`config.mk`:
```
export PLATFORM = sky130hd
export DESIGN_NAME = add_pipe_flat
export DESIGN_NICKNAME = d
export VERILOG_FILES = /design/src/rtl/add_pipe_if.sv /design/src/rtl/add_pipe.sv /design/src/flat_wrapper.sv
export SDC_FILE = /design/constraint.sdc
export NUM_CORES = 1
export LEC_CHECK = 0
export BUFFER_PORTS_ARGS = -buffer_cell sky130_fd_sc_hd__buf_2
export CORE_UTILIZATION = 56
export DETAILED_ROUTE_END_ITERATION = 10
export PLACE_DENSITY = 0.85
export SYNTH_ARGS = -nofsm -noshare
export SYNTH_HDL_FRONTEND = slang
export SYNTH_SLANG_ARGS = --single-unit
```
`constraint.sdc`:
```
create_clock -name Clk -period 3.5 [get_ports Clk]
set_clock_uncertainty 0.2 [all_clocks]
set_input_delay 0.525 -clock Clk [delete_from_list [all_inputs] [get_ports Clk]]
set_output_delay 0.525 -clock Clk [all_outputs]
set_load 0.01 [all_outputs]
```
`src/rtl/add_pipe_if.sv`:
```
// rtl/add_pipe_if.sv - operand/result handshake bundle for add_pipe
// Master drives operands and out_ready; slave (the adder) returns in_ready and results.
interface add_pipe_if #(
  parameter int DATAWIDTH = 8
);
  logic                 in_valid;
  logic                 in_ready;
  logic [DATAWIDTH-1:0] a;
  logic [DATAWIDTH-1:0] b;
  logic                 sub;
  logic                 out_valid;
  logic                 out_ready;
  logic [DATAWIDTH-1:0] sum;
  logic                 cout;
  logic                 ovf;

  modport master (
    output in_valid, a, b, sub, out_ready,
    input  in_ready, out_valid, sum, cout, ovf
  );

  modport slave (
    input  in_valid, a, b, sub, out_ready,
    output in_ready, out_valid, sum, cout, ovf
  );
endinterface

```
`src/rtl/add_pipe.sv`:
```
// rtl/add_pipe.sv - pipelined add/subtract, one carry-chained segment per stage
// Optional saturation of the last-stage result: define ADD_PIPE_SAT_EN.
module add_pipe #(
  parameter int DATAWIDTH = 8,
  parameter int STAGES    = 2,
  parameter int SIGNED    = 0
) (
  input  logic      Clk,
  input  logic      Rst,
  add_pipe_if.slave bus
);
  localparam int SEG = DATAWIDTH / STAGES;

  if (STAGES < 1 || (DATAWIDTH % STAGES) != 0) begin : g_bad_cfg
    $error("add_pipe: DATAWIDTH must be a positive multiple of STAGES");
  end
  if (SIGNED != 0 && SIGNED != 1) begin : g_bad_signed
    $error("add_pipe: SIGNED must be 0 or 1");
  end

  // Global stall: the whole pipe moves only when the output slot is free or draining.
  logic advance;
  assign advance      = !bus.out_valid || bus.out_ready;
  assign bus.in_ready = advance;

  for (genvar k = 0; k < STAGES; k++) begin : stg
    localparam int WIN = DATAWIDTH - k * SEG;

    logic [WIN-1:0]         ia;
    logic [WIN-1:0]         ib;
    logic                   is;
    logic                   ic;
    logic                   iv;
    logic [SEG-1:0]         bseg;
    logic [SEG:0]           seg;
    logic [(k+1)*SEG-1:0]   nr;
    logic [(k+1)*SEG-1:0]   dnext;
    logic                   q_v;
    logic                   q_c;
    logic [(k+1)*SEG-1:0]   q_r;

    if (k == 0) begin : g_src
      assign ia = bus.a;
      assign ib = bus.b;
      assign is = bus.sub;
      assign ic = bus.sub;
      assign iv = bus.in_valid;
      assign nr = seg[SEG-1:0];
    end else begin : g_src
      assign ia = stg[k-1].g_fwd.q_a;
      assign ib = stg[k-1].g_fwd.q_b;
      assign is = stg[k-1].g_fwd.q_s;
      assign ic = stg[k-1].q_c;
      assign iv = stg[k-1].q_v;
      assign nr = {seg[SEG-1:0], stg[k-1].q_r};
    end

    assign bseg = is ? ~ib[SEG-1:0] : ib[SEG-1:0];
    assign seg  = {1'b0, ia[SEG-1:0]} + {1'b0, bseg} + {{SEG{1'b0}}, ic};

    if (k < STAGES - 1) begin : g_fwd
      // Only the operand segments later stages still need travel on.
      logic [WIN-SEG-1:0] q_a;
      logic [WIN-SEG-1:0] q_b;
      logic               q_s;

      always_ff @(posedge Clk) begin
        if (Rst) begin
          q_a <= '0;
          q_b <= '0;
          q_s <= 1'b0;
        end else if (advance) begin
          q_a <= ia[WIN-1:SEG];
          q_b <= ib[WIN-1:SEG];
          q_s <= is;
        end
      end

      assign dnext = nr;
    end else begin : g_last
      logic a_msb;
      logic b_msb;
      logic ovf_raw;
      logic q_o;

      assign a_msb   = ia[WIN-1];
      assign b_msb   = is ? ~ib[WIN-1] : ib[WIN-1];
      assign ovf_raw = (a_msb == b_msb) && (nr[DATAWIDTH-1] != a_msb);

`ifdef ADD_PIPE_SAT_EN
      // Flags keep the raw carry/overflow; only the data word is clamped.
      always_comb begin
        dnext = nr;
        if (SIGNED != 0) begin
          if (ovf_raw)
            dnext = a_msb ? {1'b1, {(DATAWIDTH-1){1'b0}}} : {1'b0, {(DATAWIDTH-1){1'b1}}};
        end else if (!is && seg[SEG]) begin
          dnext = '1;
        end else if (is && !seg[SEG]) begin
          dnext = '0;
        end
      end
`else
      assign dnext = nr;
`endif

      always_ff @(posedge Clk) begin
        if (Rst)
          q_o <= 1'b0;
        else if (advance)
          q_o <= ovf_raw;
      end
    end

    always_ff @(posedge Clk) begin
      if (Rst) begin
        q_v <= 1'b0;
        q_c <= 1'b0;
        q_r <= '0;
      end else if (advance) begin
        q_v <= iv;
        q_c <= seg[SEG];
        q_r <= dnext;
      end
    end
  end

  assign bus.out_valid = stg[STAGES-1].q_v;
  assign bus.sum       = stg[STAGES-1].q_r;
  assign bus.cout      = stg[STAGES-1].q_c;
  assign bus.ovf       = stg[STAGES-1].g_last.q_o;
endmodule

```
`src/flat_wrapper.sv`:
```
// flat-port wrapper written by rule: the top's interface ports become plain ports
module add_pipe_flat 
#(
  parameter int DATAWIDTH = 8,
  parameter int STAGES    = 2,
  parameter int SIGNED    = 0
)
  (Clk, Rst, bus_in_valid, bus_a, bus_b, bus_sub, bus_out_ready, bus_in_ready, bus_out_valid, bus_sum, bus_cout, bus_ovf);
  add_pipe_if #(.DATAWIDTH(DATAWIDTH)) bus_i ();
  input  logic Clk;
  input  logic Rst;
  input wire logic [$bits(bus_i.in_valid)-1:0] bus_in_valid;
  input wire logic [$bits(bus_i.a)-1:0] bus_a;
  input wire logic [$bits(bus_i.b)-1:0] bus_b;
  input wire logic [$bits(bus_i.sub)-1:0] bus_sub;
  input wire logic [$bits(bus_i.out_ready)-1:0] bus_out_ready;
  output wire logic [$bits(bus_i.in_ready)-1:0] bus_in_ready;
  output wire logic [$bits(bus_i.out_valid)-1:0] bus_out_valid;
  output wire logic [$bits(bus_i.sum)-1:0] bus_sum;
  output wire logic [$bits(bus_i.cout)-1:0] bus_cout;
  output wire logic [$bits(bus_i.ovf)-1:0] bus_ovf;
  assign bus_i.in_valid = bus_in_valid;
  assign bus_i.a = bus_a;
  assign bus_i.b = bus_b;
  assign bus_i.sub = bus_sub;
  assign bus_i.out_ready = bus_out_ready;
  assign bus_in_ready = bus_i.in_ready;
  assign bus_out_valid = bus_i.out_valid;
  assign bus_sum = bus_i.sum;
  assign bus_cout = bus_i.cout;
  assign bus_ovf = bus_i.ovf;
  add_pipe #(.DATAWIDTH(DATAWIDTH), .STAGES(STAGES), .SIGNED(SIGNED)) u_core (.Clk(Clk), .Rst(Rst), .bus(bus_i));
endmodule
```
# == After elaboration in Yosys (flattened, before gate mapping) ==
# Cells that the tools add are included.
# word_totals
register_bits,26
n_memories,0
latchBits,0
mem_bits_rw,0
mem_bits_ro,0
# op_classes
n_addsub,4
eq_ne,2
n_mul,0
n_bitwise,3
n_shift,0
reduce_logical,3
order_cmp,0
div_mod_pow,0
mux,3
# ops
op,count
adder 4 x 4 -> 5 bit,2
adder 5 x 1 -> 5 bit,2
two-way mux 4 bit,2
NOT 4 bit,2
== test 1 bit,1
logical AND 1 bit,1
zero test 1 bit,1
logical OR 1 bit,1
two-way mux 1 bit,1
inequality test 1 bit,1
NOT 1 bit,1

# == Longest topological paths before layout ==
# Gate-level depths: netlist of run 1.
# depth
word_depth,6
depth_mapped,7
mapped_depth_nobuf,6

# == Worst setup path before layout of run 1 ==
# No wires, ideal clock.
# synth_path
path_kind,register -> register
start,register u_core.stg[0].g_fwd.q_s
end,"register u_core.stg[1].q_c, in the netlist u_core.bus.cout"
period_less_slack_ns,2.029
t_arrival_ns,1.743
path_slack_ns,1.471
path_buffers,1
stages_incl_launch_ff,8
cell_sequence,dfxtp_1 -> clkbuf_1 -> xnor2_1 -> fa_1 -> fa_1 -> nor2b_1 -> o21ai_0 -> a211oi_1
# synth_between
elab_chain_cells,3
# synth_rtl
item,line,text
from (decl),add_pipe.sv:65,logic q_s;
from (signal assigned),add_pipe.sv:75,q_s <= is;
two-way mux 4 bit,add_pipe.sv:58,assign bseg = is ? ~ib[SEG-1:0] : ib[SEG-1:0];
adder 4 x 4 -> 5 bit,add_pipe.sv:59,"assign seg = {1'b0, ia[SEG-1:0]} + {1'b0, bseg} + {{SEG{1'b0}}, ic};"
adder 5 x 1 -> 5 bit,add_pipe.sv:59,
to (signal assigned),add_pipe.sv:122,q_c <= seg[SEG];
to (decl),add_pipe.sv:39,logic q_c;
# Every way passes these cells.
# A chain may end at the register's enable or synchronous reset.

# == Worst setup path after layout of run 1 ==
# Same ends and word-level chain as after synthesis.

==> results of run 1 <==
registers in the layout (all words and copies together), names as in the netlist:
name	cells
u_core.bus.sum	8
u_core.stg.g_fwd.q_a	4
u_core.stg.g_fwd.q_b	4
u_core.stg.q_r	4
u_core.bus.cout	1
u_core.bus.out_valid	1
u_core.bus.ovf	1
u_core.stg.g_fwd.q_s	1
u_core.stg.q_c	1
u_core.stg.q_v	1
metrics by stage:
step,utilization,area (µm²),std cells
final,0.6719,1486,204
after floorplan,-,1319,150
after global placement,0.6618,1464,201
after CTS,0.6719,1486,204
after detailed placement,0.6618,1464,201
after global routing,0.6719,1486,204
per-layer routing:
| metal | vias to the layer above | GRT usage | wire (µm) |
|---|---|---|---|
| met3 | 2 | 0.03030 | 80 |
| met5 | - | 0 | 0 |
| met2 | 25 | 0.4533 | 1509 |
| li1 | 557 | - | - |
| met4 | 0 | 0.09722 | 18 |
| met1 | 528 | 0.2567 | 1092 |
path summary, 6_finish.rpt:
kind / end
worst min register to register: u_core.bus.sum[0]
worst max-delay path: u_core.bus.cout
worst min-delay path: u_core.stg[0].g_fwd.q_a[2]
worst max register to register: u_core.bus.cout
placed cells by master (no fill, tap or decap), types with 4 or more instances in the layout:
cell      synthesis  layout
nand2_1          32      32
buf_2             4      32
dfxtp_1          26      26
a21oi_1          17      17
nor2_1            9       9
a211oi_1          7       7
ha_1              7       7
xor2_1            6       6
inv_1             4       4
xnor2_1           4       4
kinds of logic after synthesis:
| kind of cell | Yosys count |
|---|---|
| AND/OR/NAND/NOR | 55 |
| AO/OA/AOI/OAI | 33 |
| flip-flops | 26 |
| buffers and inverters | 15 |
| XOR/XNOR | 10 |
| adder cells (fa/ha/maj) | 10 |
| multiplexers | 1 |
layout make-up:
class	count	area [µm²]
clock buffer	3	22.52
fill	202	725.7
inverter	5	18.77
multi-input combinational	109	721.9
sequential	26	520.5
tap	28	35.03
timing repair buffer	33	167.7
power groups by stage:
stage          registers (mW)  clock network, mW  logic, mW
4_1_cts                 0.343              0.128      0.153
5_1_grt                 0.347              0.137      0.171
3_3_place_gp            0.347                  0      0.142
2_1_floorplan           0.353                  0     0.0990
3_5_place_dp            0.349                  0      0.152
6_report                0.343              0.123      0.152
worst max-delay path, cell delays in order, from the launching register on:
cell and delay (ns):
dfxtp_1 0.49, xnor2_1 0.13, fa_1 0.42, fa_1 0.43, nor2b_1 0.14, o21ai_0 0.08, a211oi_1 0.22
==> impl_metrics.ini, run 1 <==
[run_status]
status = finished clean

[clocking]
ctsHoldBuffers = 0
cts-root-buf = clkbuf_4
cts.sinks = 26
cts_buffer_depth = 2
insertion_delay_ns = 0.31
cts.htree.levels = 1
cts.clk_slew.worst_paths_ns = 0.13
cts.repair.resized = 0
cts_tree = yes
numCtsBuffers = 3
cts_setup_buffers = 0

[yosys]
yosysUniqueCellTypes = 34
synth.area.mux_share = 0.01139
ys_warn_count = 0
synthAdderAreaFrac = 0.1120
synth_compound_area_frac = 0.1622
synthSimpleGateAreaFrac = 0.1954
synth_flop_cell = dfxtp_1
synth-seq-cells = 26
synth-edff-count = 0
synth_area_leaders = dfxtp_1 (39%), nand2_1 (9.1%), ha_1 (6.6%)
syn_nets = 181
yosys.cell_count.top_type = nand2_1
synth_top_cell_area_share = 0.3947
synth_area_mm2 = 0.001319
postSynthCellCount = 150
async_flop_share = 0
synth.avg_cell_area_um2 = 8.792
synth_top_family_by_area = simple AND/OR/NAND/NOR gates
ys_seq_area_frac = 0.3947
synth_commonest_cells = nand2_1 (32), dfxtp_1 (26), a21oi_1 (17), nor2_1 (9)
synth_xor_area_frac = 0.06641
yosys.area.top_type = dfxtp_1

[routing]
via_count = 1112
ant_nets = 0
firstDrtPassIters = 4
drc = 0
wl_per_cell_um = 13.24
drt_iter0_markers = 11
drt-total-wl_um = 2701
vias_per_cell = 5.451

[hold_path]
worstHoldPathCells = 3
hold_path.class = in2reg
min_from = bus_a[6]

[place]
gp_congestion = 0.8561
dp_slack_ns = 1.236
io_buffers = 32
hpwl_um = 1961

[sta]
fin_crit_ns = 2.179
fin_hold_ws_ns = 0.2383
setup_viol = 0
fmax_ghz = 0.4589
worstMarginPinSlew_ns = 0.5357
min_period_over_period = 0.6226
rsz0062_at_grt = false
slew_headroom = 0.6428
worst_slack_ns = 1.321
drv_slew = 0
finalHoldViolations = 0
fin_setup_tns_ns = 0

[power]
p_clk_frac = 0.199
switching_power_uw = 179.2
swShare = 0.2901
power.total_uw = 617.6
pwr-share-comb = 0.246
leakage_nw = 0.6899
pwr-share-seq = 0.555
power_density_mw_per_mm2 = 415.5
power.internal_uw = 438.4
irDropWorstVdd_mv = 0.2647

[floorplan]
ios = 33
initial_core_util = 0.5962
dieArea_mm2 = 0.002553
die_h_um = 50.53
fp.dieW_um = 50.53
coreArea_mm2 = 0.002212
row_count = 17

[critical_path]
critPathMaxFanout = 5
r2r_slack_ns = 1.32
worst-setup-path-type = reg2reg
startpoint_type = flip-flop
endpoint_kind = flip-flop
r2r-start = u_core.stg[0].g_fwd.q_s
startpoint = u_core.stg[0].g_fwd.q_s
rr_worst_depth = 6
arrival_ns = 2.21
cp_data_required_time_ns = 3.53

[global_route]
track_usage = 0.2366
grt_max_degree = 33
grt_pass1_wl_um = 4623
antenna_found_initial = 0
overflow = 0
grt_pass1_vias = 1112

[cells_and_area]
drive_above_1_share = 0.2330
diodes = 0
fin_nets = 209
area_growth_pct = 12.71

[flow_run]
cap_violations = 0
Power figures use the tool's default switching activity.
==> run 2: changes to the inputs <==
--- a/config.mk
+++ b/config.mk
@@ -6,9 +6,9 @@
 export NUM_CORES = 1
 export LEC_CHECK = 0
 export BUFFER_PORTS_ARGS = -buffer_cell sky130_fd_sc_hd__buf_2
-export CORE_UTILIZATION = 56
+export CORE_UTILIZATION = 47
 export DETAILED_ROUTE_END_ITERATION = 10
-export PLACE_DENSITY = 0.85
+export PLACE_DENSITY = 0.77
 export SYNTH_ARGS = -nofsm -noshare
 export SYNTH_HDL_FRONTEND = slang
 export SYNTH_SLANG_ARGS = --single-unit
==> constraint.sdc (replaced) <==
create_clock -name Clk -period 1.95 [get_ports Clk]
set_clock_uncertainty 0.2 [all_clocks]
set_input_delay 0.2925 -clock Clk [delete_from_list [all_inputs] [get_ports Clk]]
set_output_delay 0.2925 -clock Clk [all_outputs]
set_load 0.01 [all_outputs]
==> run 2 against run 1 <==
  * Global-route usage shrank 3.2 points
  * Core utilization shrank 4.0 points
  * Critical endpoint unchanged
  * Hold slack lost 0.24 ns
  * Largest power group unchanged
  * Via count grew 2.6%
  * Sequential cell count is the same
  * Total power grew 110%
  * Critical path depth is the same
  * Sequential power grew 79%
  * Cell area grew 9.1%
  * Register-to-register slack lost 1.3 ns
  * Combinational power grew 91%
  * Clock power grew to 3.0 times the previous value
==> impl_metrics.ini, run 2 (synthesis gave the netlist of run 1 again) <==
[routing]
vias_per_cell = 5.282
drt_iter0_markers = 6
wl_per_cell_um = 12.43
firstDrtPassIters = 4
drt-total-wl_um = 2684
drc = 0
via_count = 1141
ant_nets = 0

[clocking]
cts_tree = yes
cts_buffer_depth = 2
cts-root-buf = clkbuf_4
insertion_delay_ns = 0.33
numCtsBuffers = 3
cts.htree.levels = 1
cts_setup_buffers = 0
cts.sinks = 26
cts.clk_slew.worst_paths_ns = 0.14

[critical_path]
r2r-start = u_core.stg[0].g_fwd.q_s
crit_family = adder cells
cpMostUsedCell = fa_2
critPathMaxFanout = 4
path_buf_inv = 0
cp_data_required_time_ns = 2.00
endpoint_kind = flip-flop
arrival_ns = 2.00
cp_cell_sequence = xnor2_1, fa_2, fa_2, nor2b_1, o21ai_0, a211oi_1
startpoint = u_core.stg[0].g_fwd.q_s
startpoint_type = flip-flop
cp_slowest_stage_delay_ns = 0.37
worst-setup-path-type = reg2reg
slowest_stage = dfxtp_2

[power]
leakage_nw = 0.7447
power.internal_uw = 937.7
p_clk_frac = 0.292
pwr-share-comb = 0.228
irDropWorstVdd_mv = 0.4666
pwr-share-seq = 0.480
swShare = 0.2657
switching_power_uw = 339.3
power_density_mw_per_mm2 = 787.5

[global_route]
grt_pass1_wl_um = 4298
antenna_found_initial = 0
track_usage = 0.2041
grt_max_degree = 33
grt_pass1_vias = 1033
overflow = 0

[floorplan]
initial_core_util = 0.5136
dieArea_mm2 = 0.003022
coreArea_mm2 = 0.002567
die_h_um = 54.97
ios = 33
row_count = 18
fp.dieW_um = 54.97

[sta]
slew_headroom = 0.6304
min_period_over_period = 0.9979
worstMarginPinSlew_ns = 0.5545
drv_slew = 0
rsz0062_at_grt = true
worst_slack_ns = 0.004114
setup_viol = 0
fmax_ghz = 0.5139
fin_crit_ns = 1.946
finalHoldViolations = 0
fin_hold_ws_ns = 0.002824

[place]
hpwl_um = 1956
gp_congestion = 0.8022
dp_slack_ns = -0.04683
io_buffers = 32

[cells_and_area]
area_growth_pct = 22.96
diodes = 0
drive_above_1_share = 0.2688
nFillCells = 230
largest_reg_flops = 8
layout_common_cells = nand2_1 (32), buf_2 (32), dfxtp_1 (25)
fin_nets = 218

[hold_path]
min_from = bus_in_valid
hold_path.class = in2reg

[flow_run]
cap_violations = 0

[run_status]
status = finished clean
run 2: cell count changes in the layout (fill, tap and decap cells not counted), sizes merged:
cell | before | now
dlygate4sd3 | 0 | 6
buf | 33 | 36
bufinv | 0 | 1
run 2: power groups by stage:
stage	sequential, mW	clock, mW	combinational (mW)
after floorplan	0.633	0	0.179
after global placement	0.622	0	0.263
after detailed placement	0.624	0	0.278
after CTS	0.613	0.378	0.294
after global routing	0.622	0.403	0.330
final	0.613	0.372	0.291
run 2: cell type report:
type / count / area [µm²] / area share
Inverter: 5 / 18.77 / 0.01157
Sequential cell: 26 / 521.8 / 0.3218
Multi-Input combinational cell: 109 / 740.7 / 0.4568
Clock inverter: 1 / 30.03 / 0.01852
Clock buffer: 3 / 22.52 / 0.01389
Tap cell: 30 / 37.54 / 0.02315
Timing Repair Buffer: 42 / 250.2 / 0.1543
run 2: layer usage:
layer / up-vias / GRT usage / share of wire
li1: 582 / - / -
met2: 24 / 0.3715 / 0.51
met1: 528 / 0.2228 / 0.43
met5: - / 0 / 0
met3: 7 / 0.02732 / 0.026
met4: 0 / 0.1208 / 0.029
run 2: path summary, 6_finish.rpt:
check	end	slack (ns)	cells after the start
worst min register to register	u_core.bus.sum[1]	0.26	2
worst min-delay path	u_core.stg[0].q_v	0.003	3
worst max-delay path	u_core.bus.cout	0.004	6
worst max register to register	u_core.bus.cout	0.004	6
run 2: through the flow:
step	total power, mW	util	cell area [µm²]	std cells	setup TNS [ns]
floorplan	0.8118	-	1323	150	0
global placement	0.8853	0.5809	1491	206	0
detailed placement	0.9030	0.5809	1491	206	-0.1207
CTS	1.284	0.6287	1614	216	0
global route	1.356	0.6316	1622	216	-0.2204
finish	1.277	0.6316	1622	216	0
run 2: worst reg2reg max path, cell delays in order, from the launching register on:
cell and delay (ns):
dfxtp_2 0.37, xnor2_1 0.14, fa_2 0.37, fa_2 0.37, nor2b_1 0.13, o21ai_0 0.09
a211oi_1 0.20
run 2: what timing repair did:
item | CTS | global route
endpoints found under the setup margin | 4 | 3
hold buffers | 6 | 0
hold endpoints to repair | 6 | 0
gates cloned | 0 | 0
resized for setup | 5 | 1
